## config.mk

```make
export PLATFORM = sky130hd
export DESIGN_NAME = control_traseu
export DESIGN_NICKNAME = d
export VERILOG_FILES = /design/src/rtl/control_traseu.sv
export SDC_FILE = /design/constraint.sdc
export NUM_CORES = 1
export LEC_CHECK = 0
export CORE_ASPECT_RATIO = 0.75
export CORE_MARGIN = 3
export CORE_UTILIZATION = 48
export DETAILED_ROUTE_END_ITERATION = 6
export PLACE_DENSITY = 0.76
export SLEW_MARGIN = 5
export SYNTH_ARGS = -nofsm -noshare
export SYNTH_HDL_FRONTEND = slang
export SYNTH_SLANG_ARGS = --single-unit
```

## constraint.sdc

```tcl
create_clock -name clk -period 2.6 [get_ports clk]
set_input_delay 0.52 -clock clk [delete_from_list [all_inputs] [get_ports clk]]
set_output_delay 0.52 -clock clk [all_outputs]
set_load 0.01 [all_outputs]
```

## src/rtl/control_traseu.sv

```systemverilog
// Line-follower controller: synchronised sensor bar in, wheel direction/duty words out.
// Tracks lap markers, searches for a lost line and parks on completed circuits.
module control_traseu #(
  parameter int                   NR_SENZORI  = 5,
  parameter int                   LATIME_DC   = 12,
  parameter logic [LATIME_DC-1:0] DC_MAX      = 'h999,
  parameter logic [LATIME_DC-1:0] DC_MIN      = 'h650,
  parameter logic [LATIME_DC-1:0] DC_CAUTARE  = 'h800,
  parameter int                   T_DEBOUNCE  = 16,
  parameter int                   T_CAUTARE   = 50000,
  parameter int                   LATIME_TURE = 8,
  parameter int                   TURE_CURBE  = 10
) (
  input  logic                   clk,
  input  logic                   rst,
  input  logic [NR_SENZORI-1:0]  senzori,
  input  logic [1:0]             circuit,
  output logic [1:0]             directie_driverA,
  output logic [1:0]             directie_driverB,
  output logic [LATIME_DC-1:0]   factor_dc_driverA,
  output logic [LATIME_DC-1:0]   factor_dc_driverB,
  output logic                   semnal_dreapta,
  output logic                   semnal_stanga,
  output logic                   stop,
  output logic [LATIME_TURE-1:0] count_ture,
  output logic [2:0]             stare,
  output logic                   linie_pierduta
);

  localparam int C      = (NR_SENZORI - 1) / 2;
  localparam int DEB_W  = $clog2(T_DEBOUNCE + 1);
  localparam int SRCH_W = $clog2(T_CAUTARE + 1);

  localparam logic [2:0] IDLE       = 3'd0;
  localparam logic [2:0] URMARIRE   = 3'd1;
  localparam logic [2:0] CAUTARE_DR = 3'd2;
  localparam logic [2:0] CAUTARE_ST = 3'd3;
  localparam logic [2:0] OPRIT      = 3'd4;
  localparam logic [2:0] PIERDUT    = 3'd5;

  localparam logic [1:0] MEM_NONE = 2'b00;
  localparam logic [1:0] MEM_DR   = 2'b01;
  localparam logic [1:0] MEM_ST   = 2'b10;

  localparam logic [1:0] DIR_FWD = 2'b10;
  localparam logic [1:0] DIR_REV = 2'b01;
  localparam logic [1:0] DIR_BRK = 2'b00;

  localparam logic [DEB_W-1:0]       DEB_LAST  = DEB_W'(T_DEBOUNCE - 1);
  localparam logic [SRCH_W-1:0]      SRCH_LAST = SRCH_W'(T_CAUTARE - 1);
  localparam logic [LATIME_TURE-1:0] TURE_ONE  = LATIME_TURE'(1);
  localparam logic [LATIME_TURE-1:0] TURE_CRB  = LATIME_TURE'(TURE_CURBE);

  // Two-flop synchronisers
  logic [NR_SENZORI-1:0] senz_m, senz_s;
  logic [1:0]            circ_m, circ_s;

  logic [2:0]             state_q, state_d;
  logic [1:0]             mem_q, mem_d;
  logic [SRCH_W-1:0]      srch_q, srch_d;
  logic [DEB_W-1:0]       deb_q, deb_d;
  logic                   blocat_q, blocat_d;
  logic [LATIME_TURE-1:0] count_d;
  logic                   lost_d;

  logic                   right_any, left_any, center, fin;
  logic                   lap_inc, lap_done, lap_stop;
  logic [1:0]             dir_a_d, dir_b_d;
  logic [LATIME_DC-1:0]   dc_a_d, dc_b_d;
  logic                   stop_d;

  always_comb begin
    right_any = 1'b0;
    left_any  = 1'b0;
    for (int i = 1; i < C; i++) right_any = right_any | senz_s[i];
    for (int i = C + 1; i < NR_SENZORI - 1; i++) left_any = left_any | senz_s[i];
  end

  assign center = senz_s[C];
  assign fin    = senz_s[0] & senz_s[NR_SENZORI-1];

  // Debounce: while unlocked count stable finish cycles, while locked count stable clear cycles.
  always_comb begin
    deb_d    = deb_q;
    blocat_d = blocat_q;
    lap_inc  = 1'b0;
    if (circ_s == 2'b00) begin
      deb_d    = '0;
      blocat_d = 1'b0;
    end else if (fin == blocat_q) begin
      deb_d = '0;
    end else if (deb_q == DEB_LAST) begin
      deb_d    = '0;
      blocat_d = ~blocat_q;
      lap_inc  = ~blocat_q;
    end else begin
      deb_d = deb_q + 1'b1;
    end
  end

  always_comb begin
    lap_done = lap_inc && (count_ture != '1);
    if (circ_s == 2'b00) begin
      count_d = '0;
    end else if (lap_done) begin
      count_d = count_ture + 1'b1;
    end else begin
      count_d = count_ture;
    end
    lap_stop = lap_done && (((circ_s == 2'b01) && (count_d == TURE_ONE)) ||
                            ((circ_s == 2'b10) && (count_d == TURE_CRB)));
  end

  always_comb begin
    mem_d = mem_q;
    if (circ_s == 2'b00) begin
      mem_d = MEM_NONE;
    end else if (center && right_any && !left_any) begin
      mem_d = MEM_DR;
    end else if (center && left_any && !right_any) begin
      mem_d = MEM_ST;
    end
  end

  always_comb begin
    state_d = state_q;
    case (state_q)
      IDLE: begin
        if (circ_s != 2'b00) state_d = URMARIRE;
      end
      URMARIRE: begin
        // Finish markers alone never mean the line was lost.
        if (!center && !right_any && !left_any && !fin) begin
          if (mem_q == MEM_DR) begin
            state_d = CAUTARE_DR;
          end else if (mem_q == MEM_ST) begin
            state_d = CAUTARE_ST;
          end
        end
      end
      CAUTARE_DR, CAUTARE_ST: begin
        if (center) begin
          state_d = URMARIRE;
        end else if (srch_q == SRCH_LAST) begin
          state_d = PIERDUT;
        end
      end
      default: state_d = state_q;
    endcase
    if (lap_stop && (state_d == URMARIRE || state_d == CAUTARE_DR || state_d == CAUTARE_ST)) begin
      state_d = OPRIT;
    end
    if (circ_s == 2'b00) state_d = IDLE;
  end

  always_comb begin
    if ((state_d == state_q) && (state_q == CAUTARE_DR || state_q == CAUTARE_ST)) begin
      srch_d = srch_q + 1'b1;
    end else begin
      srch_d = '0;
    end
  end

  always_comb begin
    if (circ_s == 2'b00) begin
      lost_d = 1'b0;
    end else if (state_d == PIERDUT) begin
      lost_d = 1'b1;
    end else begin
      lost_d = linie_pierduta;
    end
  end

  // Drive words follow the state being entered so they line up with stare.
  always_comb begin
    dir_a_d = DIR_BRK;
    dir_b_d = DIR_BRK;
    dc_a_d  = '0;
    dc_b_d  = '0;
    stop_d  = 1'b1;
    case (state_d)
      URMARIRE: begin
        stop_d  = ~center;
        dir_a_d = DIR_FWD;
        dir_b_d = DIR_FWD;
        dc_a_d  = DC_MAX;
        dc_b_d  = DC_MAX;
        if (right_any && !left_any) begin
          dir_a_d = DIR_REV;
          dc_a_d  = center ? DC_MIN : DC_CAUTARE;
        end else if (left_any && !right_any) begin
          dir_b_d = DIR_REV;
          dc_b_d  = center ? DC_MIN : DC_CAUTARE;
        end
      end
      CAUTARE_DR: begin
        dir_a_d = DIR_REV;
        dir_b_d = DIR_FWD;
        dc_a_d  = DC_CAUTARE;
        dc_b_d  = DC_MAX;
      end
      CAUTARE_ST: begin
        dir_a_d = DIR_FWD;
        dir_b_d = DIR_REV;
        dc_a_d  = DC_MAX;
        dc_b_d  = DC_CAUTARE;
      end
      default: begin
        dir_a_d = DIR_BRK;
        dir_b_d = DIR_BRK;
      end
    endcase
  end

  always_ff @(posedge clk or posedge rst) begin
    if (rst) begin
      senz_m            <= '0;
      senz_s            <= '0;
      circ_m            <= '0;
      circ_s            <= '0;
      state_q           <= IDLE;
      mem_q             <= MEM_NONE;
      srch_q            <= '0;
      deb_q             <= '0;
      blocat_q          <= 1'b0;
      count_ture        <= '0;
      linie_pierduta    <= 1'b0;
      directie_driverA  <= DIR_BRK;
      directie_driverB  <= DIR_BRK;
      factor_dc_driverA <= '0;
      factor_dc_driverB <= '0;
      semnal_dreapta    <= 1'b0;
      semnal_stanga     <= 1'b0;
      stop              <= 1'b1;
    end else begin
      senz_m            <= senzori;
      senz_s            <= senz_m;
      circ_m            <= circuit;
      circ_s            <= circ_m;
      state_q           <= state_d;
      mem_q             <= mem_d;
      srch_q            <= srch_d;
      deb_q             <= deb_d;
      blocat_q          <= blocat_d;
      count_ture        <= count_d;
      linie_pierduta    <= lost_d;
      directie_driverA  <= dir_a_d;
      directie_driverB  <= dir_b_d;
      factor_dc_driverA <= dc_a_d;
      factor_dc_driverB <= dc_b_d;
      semnal_dreapta    <= senz_s[0];
      semnal_stanga     <= senz_s[NR_SENZORI-1];
      stop              <= stop_d;
    end
  end

  assign stare = state_q;

endmodule

```

# Word level (Yosys, flattened, before mapping)
# Index checks and enable logic that the tools add are counted.
[totals]
regBits = 81
in_bits = 9
word_cells = 115
[classes]
add_sub_neg = 3
eq_ne = 22
mux = 38
bitwise = 3
reduce_logical = 31
[op_table]
columns = ["operator", "count"]
rows = [
  ["$pmux W12 S3", 2],
  ["$mux W12", 4],
  ["$mux W3", 8],
  ["$eq A3 B2 Y1 const B", 6],
  ["$add A16 B1 Y16 const B", 1],
  ["$eq A16 B16 Y1 const B", 1],
  ["$mux W16", 1],
  ["$mux W8", 2],
  ["$logic_and A1 B1 Y1", 15],
  ["$mux W5", 3],
  ["$mux W2", 6],
  ["$pmux W2 S3", 2],
  ["$eq A3 B1 Y1 const B", 3],
  ["$mux W1", 9],
  ["$pmux W3 S3", 1],
  ["$add A8 B1 Y8 const B", 1],
  ["$eq A8 B1 Y1 const B", 1],
  ["$eq A8 B4 Y1 const B", 1],
  ["$ne A8 B8 Y1 const B", 1],
  ["$reduce_bool A2 Y1", 3],
  ["$add A5 B1 Y5 const B", 1],
  ["$eq A5 B4 Y1 const B", 1],
  ["$eq A2 B1 Y1 const B", 2],
  ["$eq A2 B2 Y1 const B", 2],
  ["other kinds (13)", 20],
]

# Depth between registers and ports, before layout
# Gate-level depths: netlist (run 1).
[logic_depth]
ltp_word = 17
mapped_depth = 10
mapped_depth_nobuf = 7

# Worst setup path after synthesis (run 1)
# Ideal clock, no wire load.
[synth_timing]
kind = "reg2reg"
start = "reg count_ture[1]"
end = "reg factor_dc_driverA[4]"
setup_ns = 0.130
t_arrival_ns = 2.439
t_required_ns = 2.470
path_slack_ns = 0.032
stages_incl_launch_ff = 10
n_path_buf = 2
synth_period_minus_slack_ns = 2.568
cell_sequence = "dfrtp_1 ha_1 nand3_1 o211ai_1 or4_1 a21o_1 a2111oi_2 buf_4 buf_6 nor2_1"
[synth_between]
elab_chain_len = 13
[synth_rtl]
columns = ["item", "line", "rtl"]
rows = [
  ["from (decl)", "25", "output logic [LATIME_TURE-1:0] count_ture,"],
  ["from (signal assigned)", "245", "count_ture <= count_d;"],
  ["branches (longest 7 deep; another with $add A8 B1 Y8)", "n/a", ""],
  ["$logic_and A1 B1 Y1 *", "110", "lap_stop = lap_done && (((circ_s == 2'b01) && (count_d == TURE_ONE)) ||"],
  ["$logic_and A1 B1 Y1 *", "150", "if (lap_stop && (state_d == URMARIRE || state_d == CAUTARE_DR || state_d == CAUTARE_ST)) begin"],
  ["$mux W3 *", "150", ""],
  ["$mux W3 *", "153", "if (circ_s == 2'b00) state_d = IDLE;"],
  ["$eq A3 B2 Y1 or $eq A3 B1 Y1 (tied branches)", "181", "case (state_d)"],
  ["$pmux W12 S3 *", "181", ""],
  ["net dc_a_d[4]", "69", "logic [LATIME_DC-1:0] dc_a_d, dc_b_d;"],
  ["to (signal assigned)", "230", "factor_dc_driverA <= '0;"],
  ["to (signal assigned)", "249", "factor_dc_driverA <= dc_a_d;"],
  ["to (decl)", "20", "output logic [LATIME_DC-1:0] factor_dc_driverA,"],
]
# Mark *: on every way through the listed nets, which the timed path passes.
# A chain may end at the register's enable or synchronous reset.

# Worst setup path after layout (run 1)
[layout_timing]
start = "reg deb_q[1]"
end = "reg factor_dc_driverA[4]"
[layout_between]
elab_chain_len = 16
[layout_rtl]
columns = ["item", "line", "rtl"]
rows = [
  ["from (decl)", "61", "logic [DEB_W-1:0] deb_q, deb_d;"],
  ["from (signal assigned)", "224", "deb_q <= '0;"],
  ["from (signal assigned)", "243", "deb_q <= deb_d;"],
  ["$eq A5 B4 Y1 *", "92", "end else if (deb_q == DEB_LAST) begin"],
  ["$mux W1 *", "92", ""],
  ["$mux W1 *", "90", "end else if (fin == blocat_q) begin"],
  ["$mux W1 *", "87", "if (circ_s == 2'b00) begin"],
  ["$logic_and A1 B1 Y1 *", "102", "lap_done = lap_inc && (count_ture != '1);"],
  ["$mux W8", "105", "end else if (lap_done) begin"],
  ["$mux W8", "103", "if (circ_s == 2'b00) begin"],
  ["$eq A8 B1 Y1 or $eq A8 B4 Y1 (tied branches)", "110, 111", ""],
  ["$logic_and A1 B1 Y1 (on tied branches)", "110, 111", ""],
  ["$logic_or A1 B1 Y1", "110", ""],
  ["$logic_and A1 B1 Y1 *", "110", ""],
  ["$logic_and A1 B1 Y1 *", "150", ""],
  ["$mux W3 *", "150", ""],
  ["$mux W3 *", "153", ""],
  ["$eq A3 B2 Y1 or $eq A3 B1 Y1 (tied branches)", "181", ""],
  ["$pmux W12 S3 *", "181", ""],
  ["net dc_a_d[4]", "69", ""],
]
# Mark *: on every way through the listed nets, which the timed path passes. The rest lies on a longest branch.

==> flow_summary.toml, run 1 <==
[clock_tree]
cts_buffers = 9
root_buffer = "clkbuf_8"
insertion_delay_ns = 0.34
tritoncts = "built"
cts_sinks = 63
path_clk_slew_ns = 0.07
ctsHoldBuffers = 0
clockBufferDepth = 2
ctsHtreeMaxLevel = 3

[setup_path]
end_kind = "register"
cp_cell_sequence = "ha_2 -> and4b_1 -> o211ai_1 -> buf_4 -> or4_4 -> a21o_1 -> a2111oi_4 -> buf_6 -> buf_12 -> nor2_1"
cp_num_buf_inv = 3
crit_path_top_delay_cell = "or4_4"
critPathRequiredTime_ns = 2.81
crit_path_start_kind = "register"
cp-startpoint = "deb_q[1]$_DFF_PP0_"
crit_type = "reg -> reg"
r2r_slack_ns = -0.05
slowest_delay_ns = 0.41
arrival_ns = 2.86
crit_family = "compound AO/OA/AOI/OAI gates"
cp_max_fo = 6
timing.rr.start = "deb_q[1]$_DFF_PP0_"

[timing]
finalWorstSetupSlack_ns = -0.0504
tightest_slew_ns = 0.557
setup-violations-final = 23
max_freq_mhz = 377
rsz0062_at_grt = "true"
slew_viol_final = 0
finalHoldViolations = 0
finClkSkew_ns = 0.0117
post-route-period-util_pct = 102
hold_slack_ns = 0.350
relSlewSlack_pct = 62.5
period_minus_slack_ns = 2.65

[pwr]
ir_drop_v = 0.000351
combPwrFrac_pct = 15.0
p_leak_nw = 1.90
p_clk_share_pct = 40.4
power_density_mw_per_mm2 = 569
power_switching_share_pct = 24.5
netSwitchingPower_mw = 0.586
p_seq_share_pct = 44.6
p_int_mw = 1.81

[grt]
overflow = 0
antenna_found_initial = 0
grt_max_degree = 64
grt_pass1_wl_microns = 11700
grt_pass1_vias = 2390
gr-usage-all-layers_pct = 20.1

[floorplan]
die_x_microns = 99.0
rows = 24
fp.dieArea_sq_mm = 0.00749
fp.dieH_microns = 75.7
io_pins = 52
start_util_pct = 51.5
core_sq_mm = 0.00604

[cells_and_area]
nets = 398
drive_gt1_share_pct = 21.2
seq_area_sq_mm = 0.00158
antenna_cells = 0
fill_cells = 437
postLayoutCoreUtil_pct = 69.7
syn_to_final_growth_pct = 35.2
multi_input_area_sq_mm = 0.00144

[drt]
via_per_inst = 5.47
vias = 2564
first_pass_iters = 4
drc_errors = 0
wirelength_microns = 7220
drtIter0Drc = 152
routedWlPerCell_microns = 15.4
ant_nets = 0

[placement]
io_buffers = 45
dpl.hpwl_microns = 4640
gp_congestion = 0.874

[synth]
yosysWarnings = 0
netlist_instances = 312
avgSynthCellArea_sq_um = 9.97
synth_edf_count = 0
yosysSeqAreaShare_pct = 50.7
ys_ff_latch = 63
async_flop_share_pct = 100
synth.distinct_cells = 53
synth_top_flop_cell = "dfrtp_1"
syn-cell-area_sq_mm = 0.00311

[min_path]
min_from = "senz_m[2]$_DFF_PP0_"
worstHoldPathType = "reg -> reg"

[run_status]
status = "finished with violations"
violations = "setup timing"

[run]
drv_cap = 0
placed cells by master, fill, tap and decap left out, drive strengths merged, types with 2 or more instances in the layout:
master / count
a2111oi: 3
a21o: 3
a21oi: 13
and3: 6
and3b: 2
and4: 3
buf: 44
bufinv: 2
clkbuf: 12
clkdlybuf4s50: 45
clkinvlp: 2
conb: 6
dfrtp: 62
ha: 3
inv: 5
nand2: 19
nand2b: 5
nand3: 27
nand4: 5
nand4b: 2
nor2: 45
nor2b: 5
nor3: 5
nor4: 7
nor4bb: 3
o2111ai: 2
o211ai: 4
o21ai: 4
or4: 2
xnor2: 11
xor2: 14
logic make-up after synthesis:
| group | after synthesis | synth area share [%] |
|---|---|---|
| AO/OA/AOI/OAI | 39 | 9.41 |
| XOR/XNOR | 25 | 7.04 |
| adder cells (fa/ha/maj) | 3 | 1.21 |
| buffers and inverters | 37 | 7.28 |
| flip-flops | 63 | 50.7 |
| multiplexers | 1 | 0.322 |
| other | 1 | 0.121 |
| AND/OR/NAND/NOR | 143 | 23.9 |
worst paths after layout:
check / cells past startpoint / end
setup / recovery: 10 / factor_dc_driverA[4]$_DFF_PP0_
hold / removal: 0 / senz_s[2]$_DFF_PP0_
setup reg to reg: 10 / factor_dc_driverA[4]$_DFF_PP0_
hold reg to reg: 0 / senz_s[2]$_DFF_PP0_
max in group asynchronous: 3 / stop$_DFF_PP1_
min in group asynchronous: 3 / srch_q[14]$_DFF_PP0_
routing by layer:
metal / vias up / GRT usage (%) / part of all wire [%]
li1: 1218 / - / -
met1: 1229 / 27.2 / 46
met2: 107 / 31.4 / 45
met3: 10 / 5.31 / 7.2
met4: 0 / 7.88 / 1.4
met5: - / 0 / 0
synth_stat cells, drive strengths merged, types with 2 or more instances:
cell	n	area, sq um
a2111oi	3	51.3
a21o	3	22.5
a21oi	13	65.1
and3	6	37.5
and3b	2	17.5
and4	3	26.3
buf	23	174
clkbuf	9	33.8
dfrtp	62	1550
ha	3	37.5
inv	5	18.8
nand2	19	71.3
nand2b	5	31.3
nand3	27	135
nand4	5	37.5
nand4b	2	17.5
nor2	45	169
nor2b	5	31.3
nor3	5	25.0
nor4	7	43.8
nor4bb	3	30.0
o2111ai	2	17.5
o211ai	4	30.0
o21ai	4	20.0
or4	2	15.0
xnor2	11	96.3
xor2	14	123
area by class of cell:
type,count,share of cell area (%)
flip-flops and latches,63,37.5
multi-input cells,217,34.3
repair buffers,90,19.9
clock buffers,11,3.60
well taps,78,2.32
clock inverters,5,1.90
inverters,5,0.446
power groups by stage:
stage               Sequential [mW]  Clock (mW)  Combinational (mW)
floorplan                      1.10           0               0.184
global placement               1.08           0               0.343
detailed placement             1.09           0               0.348
CTS                            1.07       0.987               0.351
global route                   1.07        1.04               0.392
finish                         1.07       0.967               0.358
state kept, by name, summed over array words and instances, names as in the netlist:
name	cells
srch_q	16
count_ture	8
deb_q	5
senz_m	5
senz_s	5
factor_dc_driverA	4
factor_dc_driverB	4
stare	3
circ_m	2
circ_s	2
mem_q	2
blocat_q	1
directie_driverA	1
directie_driverB	1
linie_pierduta	1
semnal_dreapta	1
semnal_stanga	1
stop	1
what timing repair did:
action | in CTS | in global routing
endpoints found under the setup margin | 28 | 30
gates resized for setup | 12 | 10
setup buffers | 4 | 4
gates cloned | 1 | 1
pin swaps | 5 | 5
endpoints found under the hold margin | 0 | 0
worst reg2reg max path, delay by kind of cell (launching register included):
kind | cells | cell delay (ns)
AND/OR/NAND/NOR | 3 | 0.67
buffers and inverters | 3 | 0.53
adder cells (fa/ha/maj) | 1 | 0.19
AO/OA/AOI/OAI | 3 | 0.78
flip-flops | 1 | 0.35
per-stage QoR:
step	instances	cell area (sq um)	setup TNS (ns)	setup slack (ns)	total power [mW]
2_1_floorplan	317	3130	0	0.0315	1.28
3_3_place_gp	443	3770	-0.887	-0.0577	1.43
3_5_place_dp	443	3770	-2.89	-0.153	1.44
4_1_cts	464	4100	-0.00632	-0.00632	2.41
5_1_grt	469	4210	-3.00	-0.132	2.50
6_report	469	4210	-0.642	-0.0504	2.39
Power figures use the tool's default switching activity.
==> run 2: changes to the inputs <==
--- a/config.mk
+++ b/config.mk
@@ -7,9 +7,9 @@
 export LEC_CHECK = 0
 export CORE_ASPECT_RATIO = 0.75
 export CORE_MARGIN = 3
-export CORE_UTILIZATION = 48
+export CORE_UTILIZATION = 45
 export DETAILED_ROUTE_END_ITERATION = 6
-export PLACE_DENSITY = 0.76
+export PLACE_DENSITY = 0.72
 export SLEW_MARGIN = 5
 export SYNTH_ARGS = -nofsm -noshare
 export SYNTH_HDL_FRONTEND = slang
==> run 2 against run 1 <==
Effect of this change: the flow still finishes with violations (setup timing); clock skew shrank 0.0010 ns; total power shrank 4.1%; sequential cell count is the same; sequential power is essentially flat; worst setup slack lost 0.0010 ns; global-route usage shrank 1.0 points; non-clock buffer count shrank 5.
==> flow_summary.toml, run 2 (same netlist as run 1, synthesis figures left out) <==
[run_status]
status = "finished with violations"
violations = "setup timing"

[pwr]
ir_drop_v = 0.000418
p_leak_nw = 1.84
power_mw = 2.30
power_density_mw_per_mm2 = 556

[cells_and_area]
layout_commonest_cell = "dfrtp_1"
reg.largest.list = "srch_q x16, count_ture x8"
fin_area_sq_mm = 0.00413
final_cell_mix = "dfrtp_1, clkdlybuf4s50_1, nor2_1"
antenna_cells = 0
regMostFlops = "srch_q"
drive_gt1_share_pct = 19.9
nets = 393
syn_to_final_growth_pct = 32.9
largest_reg_flops = 16

[placement]
dpl.hpwl_microns = 5020
io_buffers = 45
dp_slack_ns = -0.0649
dpl_cell_area_sq_mm = 0.00377
gp_congestion = 0.898

[setup_path]
slowest_delay_ns = 0.50
crit_type = "reg -> reg"
cp_cell_sequence = "ha_1 -> and4b_1 -> o211ai_1 -> or4_1 -> a21o_1 -> a2111oi_4 -> buf_6 -> buf_12 -> nor2_2"
r2r_slack_ns = -0.05
cp_num_buf_inv = 2
arrival_ns = 2.89
crit_path_top_delay_cell = "or4_1"
end_kind = "register"
critPathRequiredTime_ns = 2.84
crit_family = "compound AO/OA/AOI/OAI gates"
crit_path_start_kind = "register"
cp_max_fo = 6

[clock_tree]
cts_sinks = 63
clockBufferDepth = 2
cts_buffers = 9
insertion_delay_ns = 0.35
tritoncts = "built"
root_buffer = "clkbuf_8"
path_clk_slew_ns = 0.08
ctsHtreeMaxLevel = 3

[drt]
routedWlPerCell_microns = 15.2
wirelength_microns = 7080
drc_errors = 0
vias = 2502
first_pass_iters = 4
ant_nets = 0
via_per_inst = 5.36
drtIter0Drc = 185

[min_path]
worstHoldPathType = "reg -> reg"

[timing]
post-route-period-util_pct = 102
relSlewSlack_pct = 59.5
period_minus_slack_ns = 2.65
tightest_slew_ns = 0.606
finalWorstSetupSlack_ns = -0.0514
setup-violations-final = 23
tns_ns = -0.696
rsz0062_at_grt = "true"
hold_slack_ns = 0.351
finalHoldViolations = 0
max_freq_mhz = 377
slew_viol_final = 0
finClkSkew_ns = 0.0107

[floorplan]
fp.dieArea_sq_mm = 0.00796
die_x_microns = 102
core_sq_mm = 0.00651
io_pins = 52
fp.dieH_microns = 78
start_util_pct = 47.8
rows = 25

[grt]
antenna_found_initial = 0
grt_pass1_wl_microns = 11600
overflow = 0
grt_pass1_vias = 2358
gr-usage-all-layers_pct = 19.1
grt_max_degree = 30

[run]
drv_cap = 0
-- run 2: power by group --
| group | total (mW) | switching, mW | internal [mW] |
|---|---|---|---|
| Clock | 0.876 | 0.422 | 0.453 |
| Sequential | 1.07 | 0.0349 | 1.03 |
| Combinational | 0.353 | 0.173 | 0.181 |
-- run 2: repair_timing --
| action | in CTS | in global routing |
|---|---|---|
| gates resized for setup | 6 | 17 |
| hold endpoints to repair | 0 | 0 |
| endpoints found under the setup margin | 18 | 30 |
| buffers inserted | 2 | 5 |
| hold buffers | 0 | 0 |
| pin swaps | 3 | 9 |
-- run 2: layer usage --
layer  global-route usage, %  wire length, microns  part of all wire, %
met2                    26.4                  3060                   43
met4                    7.08                   108                  1.5
met1                    27.9                  3410                   48
met3                    5.84                   510                  7.2
met5                       0                     0                    0
-- run 2: path summary, 6_finish.rpt --
kind,start,endpoint,cells past startpoint
min in group asynchronous,rst,mem_q[1]$_DFFE_PP0P_,2
hold reg to reg,senz_m[0]$_DFF_PP0_,senz_s[0]$_DFF_PP0_,0
setup reg to reg,deb_q[1]$_DFF_PP0_,srch_q[14]$_DFF_PP0_,9
max in group asynchronous,rst,count_ture[2]$_DFF_PP0_,3
hold / removal,senz_m[0]$_DFF_PP0_,senz_s[0]$_DFF_PP0_,0
setup / recovery,deb_q[1]$_DFF_PP0_,srch_q[14]$_DFF_PP0_,9
-- run 2: final cells by class --
class                           instances  area, sq um
Clock buffer                            9          124
Clock inverter                          7         80.1
Fill cell                             515         2370
Inverter                                5         18.8
Multi-Input combinational cell        217         1440
Sequential cell                        63         1580
Tap cell                               81          101
Timing Repair Buffer                   85          792
-- run 2: metrics by stage --
| stage | util, % | cells |
|---|---|---|
| global placement | 58.0 | 444 |
| CTS | 61.8 | 462 |
| detailed placement | 58.0 | 444 |
| floorplan | - | 317 |
| finish | 63.5 | 467 |
| global route | 63.5 | 467 |
-- run 2: worst register-to-register path: stages (launching register included) --
cell and delay (ns):
dfrtp_1 0.35, ha_1 0.18, and4b_1 0.23, o211ai_1 0.24, or4_1 0.50, a21o_1 0.22
a2111oi_4 0.45, buf_6 0.19, buf_12 0.13, nor2_2 0.04
==> run 3: changes to the inputs <==
--- a/config.mk
+++ b/config.mk
@@ -5,6 +5,7 @@
 export SDC_FILE = /design/constraint.sdc
 export NUM_CORES = 1
 export LEC_CHECK = 0
+export CAP_MARGIN = 20
 export CORE_ASPECT_RATIO = 0.75
 export CORE_MARGIN = 3
 export CORE_UTILIZATION = 45
==> results of run 3 <==
No change in the layout: final DEF, timing and power equal those of run 2.
